==> config.mk <==
export PLATFORM = sky130hd
export DESIGN_NAME = room_navigator
export DESIGN_NICKNAME = d
export VERILOG_FILES = /design/src/rtl/room_navigator.sv
export SDC_FILE = /design/constraint.sdc
export NUM_CORES = 1
export LEC_CHECK = 0
export BUFFER_PORTS_ARGS = -buffer_cell sky130_fd_sc_hd__buf_2
export CAP_MARGIN = 20
export CELL_PAD_IN_SITES_DETAIL_PLACEMENT = 0
export CELL_PAD_IN_SITES_GLOBAL_PLACEMENT = 2
export CORE_MARGIN = 2
export CORE_UTILIZATION = 38
export DETAILED_ROUTE_END_ITERATION = 8
export GPL_TIMING_DRIVEN = 0
export PLACE_DENSITY_LB_ADDON = 0.08
export SYNTH_ARGS = -nofsm -noshare
export SYNTH_HDL_FRONTEND = slang
export SYNTH_SLANG_ARGS = --single-unit
==> constraint.sdc <==
create_clock -name clk_vga -period 4.5 [get_ports clk_vga]
set_clock_uncertainty 0.1 [all_clocks]
set_input_delay 0.9 -clock clk_vga [delete_from_list [all_inputs] [get_ports clk_vga]]
set_output_delay 0.9 -clock clk_vga [all_outputs]
set_load 0.01 [all_outputs]
==> src/rtl/room_navigator.sv <==
// room_navigator: per-frame player controller for a tiled room map.
//
// Each frame the visible raster is scanned for wall pixels (nonzero mapData) that fall
// inside the player box. At the VBlank rising edge the frame verdict is evaluated: a hit
// restores the last collision-free position, otherwise the current position becomes the
// new safe one. One cycle later the buttons are sampled once and the player moves,
// crossing into a neighbouring room at a screen edge (clamped at the map border).
//
// Ports
//   clk_vga            pixel clock
//   reset              synchronous active-low reset
//   CurrentX/CurrentY  raster position
//   HBlank/VBlank      blanking flags
//   mapData            room pixel colour, one cycle behind CurrentX/CurrentY
//   btn                {up, down, left, right}, active-high levels
//   mapX/mapY          current room coordinates
//   playerX/playerY    top-left corner of the player box
//   collision          wall hit detected in the last evaluated frame
//   frame_tick         one-cycle pulse marking the movement update

module room_navigator #(
    parameter int unsigned PSIZE    = 8,
    parameter int unsigned STEP     = 2,
    parameter int unsigned SCR_W    = 640,
    parameter int unsigned SCR_H    = 480,
    parameter int unsigned START_MX = 3,
    parameter int unsigned START_MY = 5,
    parameter int unsigned START_X  = 316,
    parameter int unsigned START_Y  = 400
) (
    input  logic       clk_vga,
    input  logic       reset,
    input  logic [9:0] CurrentX,
    input  logic [8:0] CurrentY,
    input  logic       HBlank,
    input  logic       VBlank,
    input  logic [7:0] mapData,
    input  logic [3:0] btn,
    output logic [3:0] mapX,
    output logic [3:0] mapY,
    output logic [9:0] playerX,
    output logic [8:0] playerY,
    output logic       collision,
    output logic       frame_tick
);

    // One bit wider than the position registers so no sum or difference can wrap.
    localparam logic [10:0] XStep  = 11'(STEP);
    localparam logic [10:0] XMax   = 11'(SCR_W - PSIZE);
    localparam logic [10:0] XSpan  = 11'(PSIZE - 1);
    localparam logic [9:0]  YStep  = 10'(STEP);
    localparam logic [9:0]  YMax   = 10'(SCR_H - PSIZE);
    localparam logic [9:0]  YSpan  = 10'(PSIZE - 1);
    localparam logic [9:0]  StartX = 10'(START_X);
    localparam logic [8:0]  StartY = 9'(START_Y);
    localparam logic [3:0]  StartMx = 4'(START_MX);
    localparam logic [3:0]  StartMy = 4'(START_MY);

    typedef enum logic [1:0] {
        StHold,
        StScan,
        StEval,
        StApply
    } state_e;

    state_e     state_q, state_d;
    logic [9:0] cx_q;
    logic [8:0] cy_q;
    logic       act_q;
    logic       vblank_q;
    logic       sync_q;
    logic       hit_q, hit_d;
    logic [9:0] px_q, px_d, safe_x_q, safe_x_d;
    logic [8:0] py_q, py_d, safe_y_q, safe_y_d;
    logic [3:0] mx_q, mx_d, my_q, my_d;
    logic       coll_q, coll_d;
    logic       tick_q, tick_d;

    logic [10:0] px_w, px_plus, px_minus, box_x_hi, cx_w;
    logic [9:0]  py_w, py_plus, py_minus, box_y_hi, cy_w;
    logic [4:0]  mx_inc, mx_dec, my_inc, my_dec;
    logic        pix_hit;
    logic        btn_up, btn_down, btn_left, btn_right;
    logic        x_room, y_room;

    assign px_w     = {1'b0, px_q};
    assign px_plus  = px_w + XStep;
    assign px_minus = px_w - XStep;
    assign box_x_hi = px_w + XSpan;
    assign cx_w     = {1'b0, cx_q};
    assign py_w     = {1'b0, py_q};
    assign py_plus  = py_w + YStep;
    assign py_minus = py_w - YStep;
    assign box_y_hi = py_w + YSpan;
    assign cy_w     = {1'b0, cy_q};
    assign mx_inc   = {1'b0, mx_q} + 5'd1;
    assign mx_dec   = {1'b0, mx_q} - 5'd1;
    assign my_inc   = {1'b0, my_q} + 5'd1;
    assign my_dec   = {1'b0, my_q} - 5'd1;

    assign {btn_up, btn_down, btn_left, btn_right} = btn;

    // The delayed raster position lines up with the mapData that belongs to it.
    assign pix_hit = act_q && (mapData != 8'd0) &&
                     (cx_w >= px_w) && (cx_w <= box_x_hi) &&
                     (cy_w >= py_w) && (cy_w <= box_y_hi);

    always_comb begin
        state_d  = state_q;
        hit_d    = hit_q;
        px_d     = px_q;
        py_d     = py_q;
        mx_d     = mx_q;
        my_d     = my_q;
        safe_x_d = safe_x_q;
        safe_y_d = safe_y_q;
        coll_d   = coll_q;
        tick_d   = 1'b0;
        x_room   = 1'b0;
        y_room   = 1'b0;

        unique case (state_q)
            StHold: begin
                hit_d = 1'b0;
                // sync_q keeps a frame that was already running at reset release out.
                if (sync_q && !VBlank) begin
                    state_d = StScan;
                end
            end
            StScan: begin
                hit_d = hit_q | pix_hit;
                if (!vblank_q && VBlank) begin
                    state_d = StEval;
                end
            end
            StEval: begin
                coll_d = hit_q;
                if (hit_q) begin
                    px_d = safe_x_q;
                    py_d = safe_y_q;
                end else begin
                    safe_x_d = px_q;
                    safe_y_d = py_q;
                end
                // Registered, so the pulse is visible during the APPLY cycle.
                tick_d  = 1'b1;
                state_d = StApply;
            end
            StApply: begin
                state_d = StHold;
                if (!coll_q) begin
                    if (btn_right && !btn_left) begin
                        if (px_plus <= XMax) begin
                            px_d = px_plus[9:0];
                        end else if (mx_q != 4'hF) begin
                            px_d   = '0;
                            mx_d   = mx_inc[3:0];
                            x_room = 1'b1;
                        end else begin
                            px_d = XMax[9:0];
                        end
                    end else if (btn_left && !btn_right) begin
                        if (px_w >= XStep) begin
                            px_d = px_minus[9:0];
                        end else if (mx_q != 4'h0) begin
                            px_d   = XMax[9:0];
                            mx_d   = mx_dec[3:0];
                            x_room = 1'b1;
                        end else begin
                            px_d = '0;
                        end
                    end

                    if (btn_up && !btn_down) begin
                        if (py_w >= YStep) begin
                            py_d = py_minus[8:0];
                        end else if (my_q != 4'hF) begin
                            py_d   = YMax[8:0];
                            my_d   = my_inc[3:0];
                            y_room = 1'b1;
                        end else begin
                            py_d = '0;
                        end
                    end else if (btn_down && !btn_up) begin
                        if (py_plus <= YMax) begin
                            py_d = py_plus[8:0];
                        end else if (my_q != 4'h0) begin
                            py_d   = '0;
                            my_d   = my_dec[3:0];
                            y_room = 1'b1;
                        end else begin
                            py_d = YMax[8:0];
                        end
                    end

                    if (x_room || y_room) begin
                        safe_x_d = px_d;
                        safe_y_d = py_d;
                        coll_d   = 1'b0;
                    end
                end
            end
            default: state_d = StHold;
        endcase
    end

    always_ff @(posedge clk_vga) begin
        if (!reset) begin
            state_q  <= StHold;
            cx_q     <= '0;
            cy_q     <= '0;
            act_q    <= 1'b0;
            vblank_q <= 1'b0;
            sync_q   <= 1'b0;
            hit_q    <= 1'b0;
            px_q     <= StartX;
            py_q     <= StartY;
            mx_q     <= StartMx;
            my_q     <= StartMy;
            safe_x_q <= StartX;
            safe_y_q <= StartY;
            coll_q   <= 1'b0;
            tick_q   <= 1'b0;
        end else begin
            state_q  <= state_d;
            cx_q     <= CurrentX;
            cy_q     <= CurrentY;
            act_q    <= !HBlank && !VBlank;
            vblank_q <= VBlank;
            sync_q   <= sync_q | VBlank;
            hit_q    <= hit_d;
            px_q     <= px_d;
            py_q     <= py_d;
            mx_q     <= mx_d;
            my_q     <= my_d;
            safe_x_q <= safe_x_d;
            safe_y_q <= safe_y_d;
            coll_q   <= coll_d;
            tick_q   <= tick_d;
        end
    end

    assign mapX       = mx_q;
    assign mapY       = my_q;
    assign playerX    = px_q;
    assign playerY    = py_q;
    assign collision  = coll_q;
    assign frame_tick = tick_q;

endmodule

==> results.md <==
* Crit path max fanout at 10
* Crit-path max cell delay at 0.55 ns
* Mapped Area at 5940 µm²
* Initial DRC count at 406
* Element type at the critical path start: flop
* Endpoint of the lowest-slack register-to-register path: hit_q
* Pwr/cell area at 354 nW/µm²
* Worst setup EP type: flop
* Post-route insts no fill at 1042
* Sum of overflow across all layers after global routing at 0
* Leak at 2.68 nW
* Average detailed-routed wire length per instance at 20.4 µm
* Register-to-register path setup slack at 0.80 ns
* Cell count after placement at 1025
* Proportion of synthesized chip area in sequential cells at 24.6%
* HPWL after detailed placement at 16200 µm
* Num CTS Buffers at 9
* Top-area cell type share of the netlist area at 24.6%
* Number of warnings issued by yosys at 0
* Final worst-path cycle share at 82.2%
* Area of the core at 15300 µm²
* RSZ-0062 raised after global routing: false
* Drt first pass iters at 6
* CP Data Arrival Time at 3.85 ns
* Tmin final at 3.70 ns
* Share of layout cells above drive strength 1 at 13.1%
* Resize count post-CTS at 0
* Post-synthesis cell type count at 77
* End point of the most critical hold path: sync_q
* Full die area at 16600 µm²
* First-pass GRT wire length at 33000 µm
* Cell-internal power at 1.42 mW
* Initial antenna violation count at 0
* Via count at 6165
* Slowest stage cell on the critical path: sky130_fd_sc_hd__a21boi_0
* Reg clk slew, reported paths at 0.06 ns
* Measured slew at the worst slew-check pin at 0.743 ns
* Critical R2R Launch: playerX[1]
* Sequential cell fraction of total power at 30.8%
* Net Sw Power at 988 µW
* Count of flip-flops with a built-in enable after synthesis at 0
* Clock Sinks at 73
* Per-instance average area after synthesis at 7.92 µm²
* Total nets after synthesis at 849
* Sum of negative setup slack at 0 ns
* Worst-path cell chain: clkbuf_1 -> inv_1 -> ha_1 -> a21boi_0 -> nor2_1 -> xnor2_1 -> ha_1 -> and3_1 -> a2111oi_0 -> a21oi_1 -> o41ai_1
* Clock root cell: sky130_fd_sc_hd__clkbuf_16
* Cell types with the largest area share after synthesis: sky130_fd_sc_hd__dfxtp_1 (25%), sky130_fd_sc_hd__ha_1 (13%), sky130_fd_sc_hd__xnor2_1 (4.4%), sky130_fd_sc_hd__a21oi_1 (3.9%), sky130_fd_sc_hd__o21ai_0 (3.5%)
* Proportion of total power due to net switching at 41.1%
* Tot GR Track Use at 25.8%
* Share of power burned in the clock network at 28.1%
* Setup Viol. Count Final at 0
* Maximum vdd drop at 0.188 mV
* Die height at 129 µm
* Combinational share of power at 41.0%
* Deepest level of the CTS H-tree at 3
* Number of DRC violations after detailed routing at 0
* Post-detailed-route count of antenna-violating nets at 0
* Worst Reg2Reg Path Length in Cells at 11
* Layout area overhead at 14.3%
* Clock insertion delay at the later pin of the skew report at 0.35 ns
* Top-Level Pins at 64
* Pin count of the biggest net entering global routing at 13
* Most area-hungry cell type in the Yosys netlist: sky130_fd_sc_hd__dfxtp_1
* Most Frequent Cell on Critical Path: sky130_fd_sc_hd__ha_1
* Type of the tightest min-delay check: reg -> reg
* Routed via count divided by cell count at 5.92
* Maximum frequency from static timing analysis at 0.270 GHz
* Worst hold path stage count at 2
* Routed wire length at 21200 µm
* Count of input and output buffers at 63
* Max-slew violations at 0
* Number of cell rows at 45
* Initial Util at 38.9%
* Number of hold-repair buffers added at the cts stage at 0
* Post-synthesis register bit count at 73
* CTS tree: done
* Final weighted congestion of routability-driven global placement at 0.898
* Vias in the first global route at 5936
* Worst Hold Launch: sync_q
* Number of maximum-capacitance constraint violations at 0
* Data required, critical path at 4.65 ns
* Die Span X at 129 µm
* Leading register cell type out of synthesis: sky130_fd_sc_hd__dfxtp_1
* Number of hold violations in the final report at 0
* Run status: completed
* Number of buffers inserted by post-CTS setup repair at 0
* Maximum number of buffers from clock root to sink at 2
* Setup CP Type: reg -> reg
* Post-synthesis async set-or-reset flop share at 0%
* Nets at 924
* Headroom to the max-slew limit at 50.4%
* Instance count of the mapped netlist at 750
## worst max-delay path: cells and delay by family (launching register included)
kind,cells,cell delay (ns)
buffers and inverters,2,0.63
flip-flops,1,0.45
AND/OR/NAND/NOR,2,0.33
AO/OA/AOI/OAI,4,1.37
adder cells (fa/ha/maj),2,0.57
XOR/XNOR,1,0.16
## power by group through the flow
stage          registers, mW  clock network, mW  logic [mW]
2_1_floorplan          0.752                  0       0.669
3_3_place_gp           0.753                  0       0.965
3_5_place_dp           0.755                  0       0.975
4_1_cts                0.741              0.685       0.980
5_1_grt                0.748              0.709        1.09
6_report               0.741              0.677       0.988
## layout make-up
cell class	instances	area, µm²
fill	1555	8470
multi-input combinational	582	4100
sequential	73	1460
timing repair buffer	64	320
tap	211	264
clock buffer	11	233
buffer	54	228
inverter	41	154
clock inverter	5	32.5
antenna	1	2.50
## placed cells by master (no fill, tap or decap), types with 7 or more instances in the layout
cell type / instances
sky130_fd_sc_hd__a211oi_1: 11
sky130_fd_sc_hd__a21o_1: 9
sky130_fd_sc_hd__a21oi_1: 46
sky130_fd_sc_hd__a31oi_1: 14
sky130_fd_sc_hd__and2_1: 25
sky130_fd_sc_hd__and3_1: 8
sky130_fd_sc_hd__buf_1: 7
sky130_fd_sc_hd__buf_2: 72
sky130_fd_sc_hd__clkbuf_1: 38
sky130_fd_sc_hd__clkbuf_16: 9
sky130_fd_sc_hd__dfxtp_1: 73
sky130_fd_sc_hd__ha_1: 62
sky130_fd_sc_hd__inv_1: 38
sky130_fd_sc_hd__mux2i_1: 15
sky130_fd_sc_hd__nand2_1: 55
sky130_fd_sc_hd__nand2b_1: 7
sky130_fd_sc_hd__nand3_1: 25
sky130_fd_sc_hd__nand4_1: 15
sky130_fd_sc_hd__nor2_1: 54
sky130_fd_sc_hd__nor2b_1: 10
sky130_fd_sc_hd__nor3_1: 20
sky130_fd_sc_hd__o211ai_1: 19
sky130_fd_sc_hd__o21ai_0: 42
sky130_fd_sc_hd__o41ai_1: 7
sky130_fd_sc_hd__xnor2_1: 30
## metrics by stage
step	cell area, µm²	util (%)	hold WS [ns]	setup WS [ns]	total power, mW
6_report	6790	44.5	0.376	0.802	2.41
2_1_floorplan	5940	-	0.335	1.53	1.42
4_1_cts	6790	44.5	0.376	0.771	2.41
3_3_place_gp	6520	42.7	0.353	0.825	1.72
5_1_grt	6790	44.5	0.403	0.507	2.55
3_5_place_dp	6520	42.7	0.364	0.803	1.73
## Yosys cell counts (all sizes together), types with 4 or more instances
library cell / n
inv: 39
a41o: 4
nand3: 26
o21ai: 44
nor4: 8
nor3: 20
nor2: 55
xnor2: 30
mux2i: 15
o21a: 4
a21boi: 4
a211oi: 12
or4: 6
nand2: 55
o221ai: 4
nand4: 15
dfxtp: 73
ha: 62
a21oi: 48
clkbuf: 36
o41ai: 7
o31ai: 4
and2: 25
buf: 18
a31o: 4
nand2b: 7
o311ai: 4
and3: 8
nor2b: 10
o211ai: 19
a31oi: 15
a21o: 9
## logic make-up after synthesis
logic type	share of synthesized area [%]
AOI/OAI and AO/OA	26.5
xor gates and xnor gates	4.57
adders and majority gates	13.7
buffers and inverters	6.43
DFF	24.6
muxes	2.53
and+or+nand+nor	21.6
## how the worst max path moves through the flow
stage	start	endpoint	cells after the start
2_1_floorplan	playerY[1]	safe_x_q[2]	12
3_3_place_gp	playerX[1]	hit_q	11
3_5_place_dp	playerX[1]	hit_q	11
4_1_cts	playerX[1]	hit_q	11
5_1_grt	playerX[1]	hit_q	12
6_report	playerX[1]	hit_q	11
## flip-flops by register name (all words and copies together), names as in the netlist
signal,flops
safe_x_q,10
state_q,2
sync_q,1
safe_y_q,9
playerX,10
hit_q,1
mapY,4
frame_tick,1
cx_q,10
vblank_q,1
cy_q,9
collision,1
mapX,4
act_q,1
playerY,9
## per-layer routing
layer,global-route usage [%],wire (µm),vias up
li1,-,-,2917
met1,30.6,8870,2975
met2,46.1,10600,218
met3,4.32,1020,55
met4,10.9,750,0
met5,0,0,-
Note: power is estimated with default switching activity, not from simulation.
